File: src/rtl/fp_div_sequencer_pkg.sv
// Shared definitions for the FDV issue/retire sequencer: state encoding,
// IEEE single field positions, flag indices and divider iteration count.
package fp_div_sequencer_pkg;

    typedef enum logic [1:0] {
        ST_IDLE = 2'd0,
        ST_RUN  = 2'd1,
        ST_HOLD = 2'd2
    } state_t;

    localparam int FDIV_ITER   = 26;
    localparam int TMO_DEFAULT = 31;

    localparam int EXP_HI   = 30;
    localparam int EXP_LO   = 23;
    localparam int SIGN_BIT = 31;

    localparam int FLAG_XZERO   = 0;
    localparam int FLAG_DIVZERO = 1;
    localparam int FLAG_TIMEOUT = 2;

    localparam logic [7:0] FP_INF_EXP = 8'hFF;

endpackage

File: src/rtl/fp_div_sequencer_classify.sv
// Combinational operand classifier: detects zero-exponent dividend/divisor
// and forms the quotient word that bypasses the divider.
module fpdiv_classify
    import fp_div_sequencer_pkg::*;
(
    input  logic [31:0] x,
    input  logic [31:0] y,
    output logic        xzero,
    output logic        divzero,
    output logic [31:0] fast_z
);

    logic x_exp_zero;
    logic y_exp_zero;

    assign x_exp_zero = (x[EXP_HI:EXP_LO] == '0);
    assign y_exp_zero = (y[EXP_HI:EXP_LO] == '0);

    // A zero dividend takes priority over a zero divisor (0/0 yields 0).
    assign xzero   = x_exp_zero;
    assign divzero = ~x_exp_zero & y_exp_zero;
    assign fast_z  = x_exp_zero ? 32'd0
                                : {x[SIGN_BIT] ^ y[SIGN_BIT], FP_INF_EXP, {EXP_LO{1'b0}}};

endmodule

File: src/rtl/fp_div_sequencer.sv
// Issue/retire sequencer around the iterative FP divider: accepts one FDV op,
// resolves zero operands directly, otherwise runs the divider and holds the result.
module fp_div_sequencer
    import fp_div_sequencer_pkg::*;
#(
    parameter int TAGW = 4,
    parameter int TMO  = TMO_DEFAULT
) (
    input  logic            clk,
    input  logic            rst,
    input  logic            ce,
    input  logic            flush,
    input  logic            in_valid,
    output logic            in_ready,
    input  logic [31:0]     in_x,
    input  logic [31:0]     in_y,
    input  logic [TAGW-1:0] in_tag,
    output logic            out_valid,
    input  logic            out_ready,
    output logic [31:0]     out_z,
    output logic [TAGW-1:0] out_tag,
    output logic [2:0]      out_flags,
    output logic            div_run,
    output logic [31:0]     div_x,
    output logic [31:0]     div_y,
    input  logic            div_stall,
    input  logic [31:0]     div_z,
    output logic            busy
);

    localparam int CW = $clog2(TMO + 1);

    state_t          state_q, state_d;
    logic [31:0]     x_q, x_d;
    logic [31:0]     y_q, y_d;
    logic [31:0]     z_q, z_d;
    logic [TAGW-1:0] t_q, t_d;
    logic [CW-1:0]   c_q, c_d;
    logic [2:0]      flags_q, flags_d;

    logic        xzero;
    logic        divzero;
    logic [31:0] fast_z;
    logic        in_xfer;
    logic        out_xfer;

    fpdiv_classify u_classify (
        .x       (in_x),
        .y       (in_y),
        .xzero   (xzero),
        .divzero (divzero),
        .fast_z  (fast_z)
    );

    assign in_ready  = (state_q == ST_IDLE) & ~flush;
    assign out_valid = (state_q == ST_HOLD);
    assign busy      = (state_q != ST_IDLE);
    assign div_run   = (state_q == ST_RUN);
    assign div_x     = x_q;
    assign div_y     = y_q;
    assign out_z     = z_q;
    assign out_tag   = t_q;
    assign out_flags = flags_q;

    assign in_xfer  = in_valid & in_ready & ce;
    assign out_xfer = out_valid & out_ready & ce;

    always_comb begin
        state_d = state_q;
        x_d     = x_q;
        y_d     = y_q;
        z_d     = z_q;
        t_d     = t_q;
        c_d     = c_q;
        flags_d = flags_q;
        // Flush overrides ce and any transfer; the held result is simply abandoned.
        if (flush) begin
            state_d = ST_IDLE;
        end else if (ce) begin
            unique case (state_q)
                ST_IDLE: begin
                    if (in_xfer) begin
                        x_d = in_x;
                        y_d = in_y;
                        t_d = in_tag;
                        c_d = '0;
                        if (xzero) begin
                            z_d                   = fast_z;
                            flags_d               = '0;
                            flags_d[FLAG_XZERO]   = 1'b1;
                            state_d               = ST_HOLD;
                        end else if (divzero) begin
                            z_d                   = fast_z;
                            flags_d               = '0;
                            flags_d[FLAG_DIVZERO] = 1'b1;
                            state_d               = ST_HOLD;
                        end else begin
                            state_d = ST_RUN;
                        end
                    end
                end
                ST_RUN: begin
                    c_d = c_q + CW'(1);
                    if (!div_stall) begin
                        z_d     = div_z;
                        flags_d = '0;
                        state_d = ST_HOLD;
                    end else if (c_q == CW'(TMO)) begin
                        z_d                   = '0;
                        flags_d               = '0;
                        flags_d[FLAG_TIMEOUT] = 1'b1;
                        state_d               = ST_HOLD;
                    end
                end
                ST_HOLD: begin
                    if (out_xfer) begin
                        state_d = ST_IDLE;
                    end
                end
                default: state_d = ST_IDLE;
            endcase
        end
    end

    always_ff @(posedge clk or negedge rst) begin
        if (!rst) begin
            state_q <= ST_IDLE;
        end else begin
            state_q <= state_d;
        end
    end

    always_ff @(posedge clk or negedge rst) begin
        if (!rst) begin
            x_q     <= '0;
            y_q     <= '0;
            z_q     <= '0;
            t_q     <= '0;
            c_q     <= '0;
            flags_q <= '0;
        end else begin
            x_q     <= x_d;
            y_q     <= y_d;
            z_q     <= z_d;
            t_q     <= t_d;
            c_q     <= c_d;
            flags_q <= flags_d;
        end
    end

endmodule
File: config.mk
export PLATFORM = sky130hd
export DESIGN_NAME = fp_div_sequencer
export DESIGN_NICKNAME = d
export VERILOG_FILES = /design/src/rtl/fp_div_sequencer_pkg.sv /design/src/rtl/fp_div_sequencer_classify.sv /design/src/rtl/fp_div_sequencer.sv
export SDC_FILE = /design/constraint.sdc
export NUM_CORES = 1
export LEC_CHECK = 0
export ABC_CLOCK_PERIOD_IN_PS = 2400
export BUFFER_PORTS_ARGS = -buffer_cell sky130_fd_sc_hd__buf_2
export CORE_MARGIN = 3
export CORE_UTILIZATION = 50
export DETAILED_ROUTE_END_ITERATION = 10
export GPL_ROUTABILITY_DRIVEN = 0
export PLACE_DENSITY = 0.93
export REMOVE_ABC_BUFFERS = 1
export SLEW_MARGIN = 15
export SYNTH_ARGS = -nofsm -noshare
export SYNTH_HDL_FRONTEND = slang
export SYNTH_HIERARCHICAL = 1
export SYNTH_SLANG_ARGS = --single-unit
File: constraint.sdc
create_clock -name clk -period 2.4 [get_ports clk]
set_clock_uncertainty 0.1 [all_clocks]
set_input_delay 0.48 -clock clk [delete_from_list [all_inputs] [get_ports clk]]
set_output_delay 0.48 -clock clk [all_outputs]
set_load 0.005 [all_outputs]
* Word-level counts from Yosys, hierarchy flattened
Cells that the tools add are included.
** Storage, ports and cells
- ROM bits :: 0
- Output and inout port bits :: 107
- Register bits :: 110
- Memories kept :: 0
- RAM bits :: 0
- Word-level logic and storage cells :: 60
- Input port bits :: 107
- Bits in latches :: 0
** Cells by class
- Mux-type cells :: 24
- Bitwise operators :: 9
- Divide/modulo/power cells :: 0
- $mul :: 0
- Reductions and logical operators :: 10
- $lt $le $gt $ge :: 0
- $add $sub $neg :: 1
- Shift-type cells :: 0
- Equality and inequality tests :: 9
** Operator list (count)
- 2-to-1 mux 32 bit :: 6
- case mux 32 bit (2 select lines) :: 1
- zero test 8 bit :: 2
- 2-to-1 mux 2 bit :: 8
- 2-to-1 mux 3 bit :: 5
- AND reduction 4 bit :: 3
- case mux 5 bit (2 select lines) :: 1
- inequality test 3 x 2 -> 1 bit, second input constant :: 3
- bitwise AND 1 bit :: 6
- case mux 2 bit (3 select lines) :: 1
- case mux 3 bit (2 select lines) :: 1
- AND reduction 6 bit :: 1
- nonzero test 2 bit :: 3
- adder 5 x 1 -> 5 bit, second input constant :: 1
- == test 5 bit, second input constant :: 1
- 2-to-1 mux 5 bit :: 1
- inequality test 4 x 3 -> 1 bit, second input constant :: 1
- inequality test 3 bit, second input constant :: 1
- == test 2 x 1 -> 1 bit, second input constant :: 1
- == test 2 bit, second input constant :: 1
- zero test 2 bit :: 1
- inequality test 2 bit, second input constant :: 1
- NOT 1 bit :: 2
- XOR 1 bit :: 1

* Logic depth before layout (Yosys ltp)
Gate-level depths: netlist of run 1.
- Depth after elaboration :: 9
- Depth in mapped cells :: 8
- Depth with buffers taken out :: 6

* By module
Netlist of run 1, hierarchy kept.
** Modules (own cells, without submodules)
- fp_div_sequencer :: seq. area each 2752.6 um2, area an instance 5383.9 um2, cells each 342, instances 1
- fpdiv_classify :: seq. area each 0.0 um2, area an instance 309.0 um2, cells each 40, instances 1

* Worst setup path after synthesis of run 1
Ideal clock, no wire load.
- Path type :: in2reg
- From :: input port in_y[24]
- To :: register z_q[24], in the netlist out_z[24]
- Buffers on the path :: 2
- Cell stages on the path :: 7
- Data required time :: 2175 ps
- Setup time :: 125 ps
- Slack :: 65 ps
- Data arrival time :: 2110 ps
- Path through :: or4_4 > a211oi_2 > o21a_1 > o2111a_1 > buf_6 > buf_6 > mux2_4
** Between the ends
- Longest elaborated chain between the ends :: 4
** Ends and longest elaborated chain
- start, declared :: RTL line fp_div_sequencer.sv:16 : input logic [31:0] in_y,
- zero test 8 bit :: RTL line fp_div_sequencer_classify.sv:17 : assign y_exp_zero = (y[EXP_HI:EXP_LO] == '0);
- bitwise AND 1 bit :: RTL line fp_div_sequencer_classify.sv:21 : assign divzero = ~x_exp_zero & y_exp_zero;
- named net divzero :: RTL line fp_div_sequencer.sv:42 : logic divzero;
- inequality test 3 x 2 -> 1 bit (no source line)
- AND reduction 6 bit (no source line)
- end signal, assigned :: RTL line fp_div_sequencer.sv:144 : z_q <= z_d;
- end, declared :: RTL line fp_div_sequencer.sv:36 : logic [31:0] z_q, z_d;
The timed path passes the listed nets, and every way through them passes these cells.
A chain may end at the register's enable or synchronous reset.

* Final worst setup path of run 1
- From :: input port in_y[24]
- To :: register z_q[15], in the netlist out_z[15]
The elaborated chain is that of the path after synthesis.

==> reports/metrics.yaml, run 1 <==
chip_height_um: 113
crit_slowest_cell: "or4_4"
place_worst_setup_slack_ns: -0.160
setup_viol_count_final: 0
grt_first_pass_wirelength_um: 21100
timing.final.max_slew_violations: 0
stdcell_count: 746
most_common_cell_after_layout_fill_and_taps_aside: "buf_2"
drtPass1Iterations: 4
outcome: "completed"
grt_use_total_pct: 21.0
worst_ep_required_time_ns: 2.53
setup-tns-final_ns: 0
cap_viol_max_count: 0
r2r.worst_path.cells: 7
fmax_mhz: 456
timing.critical_path.cells: "buf_2 > or4_4 > a211oi_2 > o21a_1 > o2111a_2 > buf_12 > mux2_4"
grt_start_max_net_pins: 65
ctsRootBufferMaster: "clkbuf_16"
cts_tree: "done"
register_area_sq_um: 2750
post-synth-top-area-fraction_pct: 48.4
critical_path.max_stage_delay_ns: 0.54
path_max_fanout: 21
synthCells: 382
synthSimpleGateAreaFrac_pct: 6.97
synth_adder_area_share_pct: 0.440
min_period_ns: 2.19
type_of_the_worst_min_delay_path: "primary input to flip-flop"
worst_slew_pin_slew_ns: 0.571
n_antenna_cell: 0
static-leakage-power_nw: 3.60
synthToLayoutAreaGrowth_pct: 25.1
layout-drive-gt1-share_pct: 64.4
seq_total_area_yosys_pct: 48.4
wl_met3_um: 697
initial_standard_cell_utilization_of_the_core_pct: 51.8
synth_largest_area_cell: "dfrtp_1"
core_area_sq_um: 11000
top_signal_layer_used: "met4"
avgViaCountPerCell: 4.90
yosys_warnings: 6
peakVddDrop_mv: 0.736
mappedNetlistArea_sq_um: 5690
xor_xnor_share_of_the_synthesized_area_pct: 0.154
overall_die_area_sq_um: 12700
grt.overflow.total: 0
clkLatencyLatePin_ns: 0.34
dr.first_iter.drc_count: 245
die_x_um: 113
route.detailed.wl_per_inst_um: 17.5
post-route-worst-setup-slack_ns: 0.209
layout.cells.most_common_list: "buf_2 (212), dfrtp_1 (110), mux2_4 (104)"
wl_um: 13100
routed-via-count: 3654
ports_placed_on_the_boundary: 214
postSynthAreaPerCell_sq_um: 14.9
synthTopCellsByArea: "dfrtp_1 (48%), mux2_4 (27%), mux2_2 (5.3%), buf_4 (4.0%), nor2b_1 (3.3%)"
grt_setup_unrepaired: "false"
worstHoldPathCells: 2
power.density_cell_area_nw_per_um2: 833
synth_top_family_by_area: "multiplexers"
multiInputGateArea_sq_um: 2520
antenna_found_initial: 0
cp-end-kind: "flip-flop"
tritoncts_num_sinks: 110
met2WireLength_um: 7240
cts_buffer_depth: 2
drc_errors: 0
path_class: "primary input to flip-flop"
synth_compound_gate_area_share_pct: 1.82
final_antenna_net_count: 0
synth_cell_types: 39
synth_mux_area_share_pct: 33.3
via_count_of_the_first_global_routing_pass: 4116
ys_ff_latch: 110
clk_pin_slew_worst_paths_ns: 0.08
maxSlewHeadroom_pct: 61.8
final.period_utilization_pct: 91.3
cts_max_level: 3
wirelength_met1_um: 4930
nFillCells: 829
placement.io_buffers: 213
critical_path.startpoint_type: "primary input"
dp.final_hpwl_um: 10000
dpl.cell_count: 729
finalHoldViolations: 0
placementRows: 38
nets: 710
arrival_ns: 2.32
number_of_buffers_created_by_cts: 9
-- logic make-up (layout without fill, tap and decap cells) --
group | after synthesis | after routing
AOI/OAI and AO/OA | 16 | 16
and+or+nand+nor | 61 | 61
buffers and inverters | 57 | 259
DFF | 110 | 110
other | 1 | 23
xor gates and xnor gates | 1 | 1
adders and majority gates | 2 | 2
muxes | 134 | 134
-- cells in the mapped netlist, drive strengths merged --
cell,instances
or2,1
and2b,2
nor3b,1
nand3,3
o2111a,1
a31o,1
o21a,1
mux2,131
buf,49
dfrtp,110
nor4,2
a211oi,1
nand3b,1
nand2,5
nand4,1
xnor2,1
conb,1
o21ai,7
or3,2
or4,2
a21oi,4
nor2,5
o2bb2ai,1
mux2i,3
nand4bb,1
nor2b,32
and3,2
inv,8
ha,2
and2,1
-- worst max-delay path, delay by kind of cell --
family	cells	cell delay (ns)
multiplexers	1	0.33
AND/OR/NAND/NOR	1	0.54
AO/OA/AOI/OAI	3	0.65
buffers and inverters	2	0.32
-- final timing paths --
path / from / slack (ns) / to
worst max-delay path: in_y[24] / 0.21 / out_z[15]
worst min-delay path: in_y[6] / 0.26 / div_y[6]
worst max register to register: c_q[0] / 0.33 / out_z[15]
min in group asynchronous: rst / 0.38 / div_x[15]
max in group asynchronous: rst / 1.28 / state_q[1]
worst min register to register: div_x[13] / 0.40 / div_x[13]
-- through the flow --
step / hold WS, ns / area (sq um) / power [mW] / util [%]
after global placement: 0.194 / 6780 / 4.22 / 61.7
after global routing: 0.249 / 7120 / 6.23 / 64.8
after floorplan: 0.0844 / 5300 / 3.46 / -
final: 0.256 / 7120 / 5.93 / 64.8
after CTS: 0.239 / 7120 / 6.01 / 64.8
after detailed placement: 0.194 / 6780 / 4.33 / 61.7
-- where the power goes --
part / internal [mW] / switching (mW) / leakage (nW) / total (mW)
Clock: 0.978 / 0.670 / 0.163 / 1.65
Sequential: 2.34 / 0.303 / 1.32 / 2.64
Combinational: 1.06 / 0.584 / 2.12 / 1.64
Total: 4.38 / 1.56 / 3.60 / 5.93
-- flip-flops by register name, summed over array words and instances (netlist names) --
name,flops
c_q,5
div_x,32
div_y,32
out_flags,3
out_tag,4
out_z,32
state_q,2
-- final cells by class --
type | count | area share, %
multi-input cells | 237 | 35.4
repair buffers | 235 | 18.4
well taps | 140 | 2.46
clock buffers | 12 | 3.60
inverters | 8 | 0.422
clock inverters | 4 | 1.09
flip-flops and latches | 110 | 38.7
-- layer usage --
metal / GRT usage [%] / vias to the layer above
li1: - / 1697
met1: 24.1 / 1824
met2: 38.3 / 117
met3: 5.45 / 16
met4: 6.25 / 0
met5: 0 / -
-- what timing repair did --
action | in CTS | in global routing
buffers inserted | 0 | 0
hold endpoints to repair | 2 | 0
gates resized for setup | 0 | 0
hold buffers | 1 | 0
Note: power is estimated with default switching activity, not from simulation.
==> run 2, diff against run 1 <==
PLACE_DENSITY = 0.83   (was 0.93)
==> reports/metrics.yaml, run 2 (same netlist as run 1, synthesis figures left out) <==
outcome: "completed"
n_antenna_cell: 0
worstHoldPathCells: 2
clkLatencyLatePin_ns: 0.34
grt_setup_unrepaired: "false"
ctsRootBufferMaster: "clkbuf_16"
regToRegStartpoint: "c_q[0]"
antenna_found_initial: 0
grt_start_max_net_pins: 47
layout-drive-gt1-share_pct: 64.3
critical_path.startpoint_type: "flip-flop"
routed-via-count: 3647
min_period_ns: 2.29
worst_slew_pin_slew_ns: 0.683
critical_path.max_stage_delay_ns: 0.64
static-leakage-power_nw: 3.57
final.period_utilization_pct: 95.3
initial_standard_cell_utilization_of_the_core_pct: 51.8
min-delay-start: "in_y[19]"
worstPathBufferInverterCount: 1
cts_max_level: 3
drc_errors: 0
nets: 707
cp_num_cells: 2
timing.critical_path.cells: "nor2b_4 > buf_2"
core_area_sq_um: 11000
placement.io_buffers: 213
clk_pin_slew_worst_paths_ns: 0.07
type_of_the_worst_min_delay_path: "primary input to flip-flop"
arrival_ns: 1.71
grt.overflow.total: 0
post_route_standard_cell_area_excluding_fillers_sq_um: 7060
r2r_setup_slack_ns: 0.30
ports_placed_on_the_boundary: 214
regToRegEndpoint: "out_z[21]"
route.detailed.wl_per_inst_um: 16.8
number_of_buffers_created_by_cts: 9
path_class: "flip-flop to output pin"
setup_viol_count_final: 0
final_antenna_net_count: 0
most_common_cell_after_layout_fill_and_taps_aside: "buf_2"
finalHoldViolations: 0
chip_height_um: 113
cap_viol_max_count: 0
crit_slowest_cell: "nor2b_4"
via_count_of_the_first_global_routing_pass: 4072
wl_um: 12500
dp.final_hpwl_um: 9640
die_x_um: 113
placement.cell_area_sq_um: 6740
tritoncts_num_sinks: 110
grt_use_total_pct: 20.0
cts_buffer_depth: 2
post-route-worst-setup-slack_ns: 0.113
dr.first_iter.drc_count: 112
worst_ep_required_time_ns: 1.82
layout.cells.most_common_list: "buf_2 (212), dfrtp_1 (110), mux2_4 (104)"
grt_first_pass_wirelength_um: 20200
overall_die_area_sq_um: 12700
avgViaCountPerCell: 4.91
cts_setup_buffers: 0
placementRows: 38
peakVddDrop_mv: 0.594
power.density_cell_area_nw_per_um2: 818
path_max_fanout: 20
synthToLayoutAreaGrowth_pct: 24.0
critPathTopFamily: "simple AND/OR/NAND/NOR gates"
drtPass1Iterations: 4
place_worst_setup_slack_ns: -0.207
fmax_mhz: 437
cts_tree: "done"
r2r.worst_path.cells: 7
cp-end-kind: "output pin"
worstHoldEndpoint: "div_y[19]"
timing.final.max_slew_violations: 0
fin_util_pct: 64.3
maxSlewHeadroom_pct: 54.4
==> run 2: worst register-to-register path, delay by kind of cell (launching register included) <==
kind                     cells  cell delay [ns]
flip-flops                   1             0.41
adder cells (fa/ha/maj)      2             0.42
AND/OR/NAND/NOR              2             0.35
AO/OA/AOI/OAI                1             0.22
multiplexers                 1             0.30
buffers and inverters        1             0.19
==> run 2: what timing repair did <==
item / in CTS / in global routing
hold endpoints to repair: 30 / 0
gates resized for setup: 0 / 0
hold buffers: 1 / 0
==> run 2: power by group <==
group	internal, mW	switching (mW)	leakage, nW	total, mW
combinational	1.05	0.571	2.10	1.62
sequential	2.34	0.297	1.32	2.64
clock	0.866	0.650	0.152	1.52
total	4.26	1.52	3.57	5.77
==> run 2: metal layers <==
| layer | track usage (%) | up-vias | routed length, um |
|---|---|---|---|
| met2 | 34.6 | 133 | 6570 |
| met4 | 10.0 | 0 | 398 |
| li1 | - | 1698 | - |
| met1 | 23.9 | 1783 | 4880 |
| met3 | 3.74 | 33 | 646 |
| met5 | 0 | - | 0 |
==> run 2: area by class of cell <==
type	instances	area [sq um]
timing repair buffer	232	1280
fill	828	3920
tap	140	175
clock inverter	5	56.3
sequential	110	2750
clock buffer	11	253
multi-input combinational	237	2520
inverter	8	30.0
==> run 2: stage by stage <==
stage	power, mW	TNS (ns)	hold slack [ns]	cells
final	5.77	0	0.259	743
after global routing	6.09	0	0.247	743
after CTS	5.85	0	0.243	743
after detailed placement	4.30	-4.77	0.350	726
after global placement	4.22	-3.96	0.352	726
after floorplan	3.46	-28.45	0.0844	355
==> run 2: how the worst max path moves through the flow <==
stage | startpoint | end | slack (ns)
2_1_floorplan | in_y[24] | out_flags[1] | -0.87
3_3_place_gp | in_y[24] | out_flags[1] | -0.17
3_5_place_dp | in_y[24] | out_flags[1] | -0.21
4_1_cts | state_q[0] | div_run | 0.08
5_1_grt | state_q[0] | div_run | 0.01
6_report | state_q[0] | div_run | 0.11
==> run 3, diff against run 2 <==
ABC_CLOCK_PERIOD_IN_PS = 1950   (was 2400)
CORE_UTILIZATION = 45   (was 50)
MAX_ROUTING_LAYER = met4   (was unset)
PLACE_DENSITY = 0.79   (was 0.83)
clock period = 1.95 ns   (was 2.4 ns; I/O delays follow)
==> reports/metrics.yaml, run 3 (same netlist as run 1, synthesis figures left out) <==
regToRegStartpoint: "c_q[0]"
finalHoldViolations: 0
overall_die_area_sq_um: 14000
layout-drive-gt1-share_pct: 65.9
regToRegEndpoint: "out_z[16]"
min_period_ns: 2.10
critical_path.endpoint: "out_z[16]"
total_power_mw: 7.19
maxSlewHeadroom_pct: 61.4
layout.cells.most_common_list: "buf_2 (208), mux2_4 (110), dfrtp_1 (109)"
r2r.worst_path.cells: 8
grt_first_pass_wirelength_um: 20900
cts_buffer_depth: 2
cts_max_level: 3
nets: 720
routed-via-count: 3698
cp-end-kind: "flip-flop"
nFillCells: 987
grt_use_total_pct: 19.4
register_area_sq_um: 2750
clkLatencyLatePin_ns: 0.35
fmax_mhz: 477
initial_standard_cell_utilization_of_the_core_pct: 46.6
die_x_um: 118
antenna_found_initial: 0
crit_start: "in_y[24]"
placement.io_buffers: 213
outcome: "finished, violations left"
placement.cell_area_sq_um: 6850
dp.final_hpwl_um: 9610
core_area_sq_um: 12200
power.density_cell_area_nw_per_um2: 981
path_max_fanout: 8
place_worst_setup_slack_ns: -0.583
setup-tns-final_ns: -4.04
stdcell_count: 784
critical_path.startpoint_type: "primary input"
grt.overflow.total: 0
ctsRootBufferMaster: "clkbuf_16"
synthToLayoutAreaGrowth_pct: 28.7
route.detailed.wl_per_inst_um: 16.4
worst_slew_pin_slew_ns: 0.579
grt_start_max_net_pins: 111
clk_pin_slew_worst_paths_ns: 0.07
chip_height_um: 118
type_of_the_worst_min_delay_path: "primary input to asynchronous set/reset pin"
tritoncts_num_sinks: 110
dr.first_iter.drc_count: 191
peakVddDrop_mv: 0.606
post_route_standard_cell_area_excluding_fillers_sq_um: 7330
static-leakage-power_nw: 3.67
violations: "setup timing"
path_class: "primary input to flip-flop"
timing.final.max_slew_violations: 0
wl_um: 12800
setup_viol_count_final: 33
fin_util_pct: 60.0
post-route-worst-setup-slack_ns: -0.148
cts_tree: "done"
whs_ns: 0.00792
grt_setup_unrepaired: "true"
n_antenna_cell: 0
via_count_of_the_first_global_routing_pass: 4030
final.period_utilization_pct: 108
drc_errors: 0
worst_ep_required_time_ns: 2.08
cap_viol_max_count: 0
dpl.cell_count: 764
ports_placed_on_the_boundary: 214
r2r_setup_slack_ns: -0.11
final_antenna_net_count: 0
most_common_cell_after_layout_fill_and_taps_aside: "buf_2"
number_of_buffers_created_by_cts: 9
multiInputGateArea_sq_um: 2560
postCtsHoldBufs: 0
avgViaCountPerCell: 4.72
arrival_ns: 2.23
drtPass1Iterations: 4
placementRows: 40
-- run 3: power breakdown --
part | switching [mW] | internal [mW] | total [mW] | leakage, nW
clock network | 0.819 | 1.07 | 1.89 | 0.149
registers | 0.362 | 2.88 | 3.24 | 1.32
logic | 0.712 | 1.35 | 2.06 | 2.21
total | 1.89 | 5.30 | 7.19 | 3.67
-- run 3: worst max-delay path: stages --
cell and delay (ns):
buf_6 0.09, or4_4 0.54, a211oi_4 0.25, o21a_1 0.15, o2111a_2 0.21, buf_12 0.15, buf_12 0.14, mux2_4 0.30
-- run 3: timing repair --
item / CTS / global route
buffers inserted: 3 / 0
endpoints found under the setup margin: 36 / 36
hold endpoints to repair: 0 / 0
pin swaps: 4 / 3
resized for setup: 20 / 6
cloned: 1 / 0
-- run 3: metal layers --
layer / track usage (%) / wire length, um / part of all wire, % / vias up
li1: - / - / - / 1715
met1: 22.0 / 5070 / 39 / 1842
met2: 33.7 / 6830 / 53 / 119
met3: 4.16 / 644 / 5.0 / 22
met4: 7.46 / 301 / 2.3 / 0
met5: - / 0 / 0 / -
-- run 3: how the worst min path moves through the flow --
stage	from	end	slack, ns	cells after the start
4_1_cts	rst	div_y[1]	0.03	2
6_report	rst	div_y[1]	0.008	2
2_1_floorplan	rst	c_q[0]	-0.006	0
5_1_grt	rst	div_x[10]	0.05	2
3_3_place_gp	div_y[14]	div_y[14]	0.38	1
3_5_place_dp	div_y[5]	div_y[5]	0.39	1
-- run 3: area by class of cell --
type / instances / area share, %
sequential: 110 / 37.6
inverter: 8 / 0.410
clock inverter: 4 / 0.751
tap: 168 / 2.87
multi-input combinational: 237 / 35.0
timing repair buffer: 245 / 19.9
clock buffer: 12 / 3.50
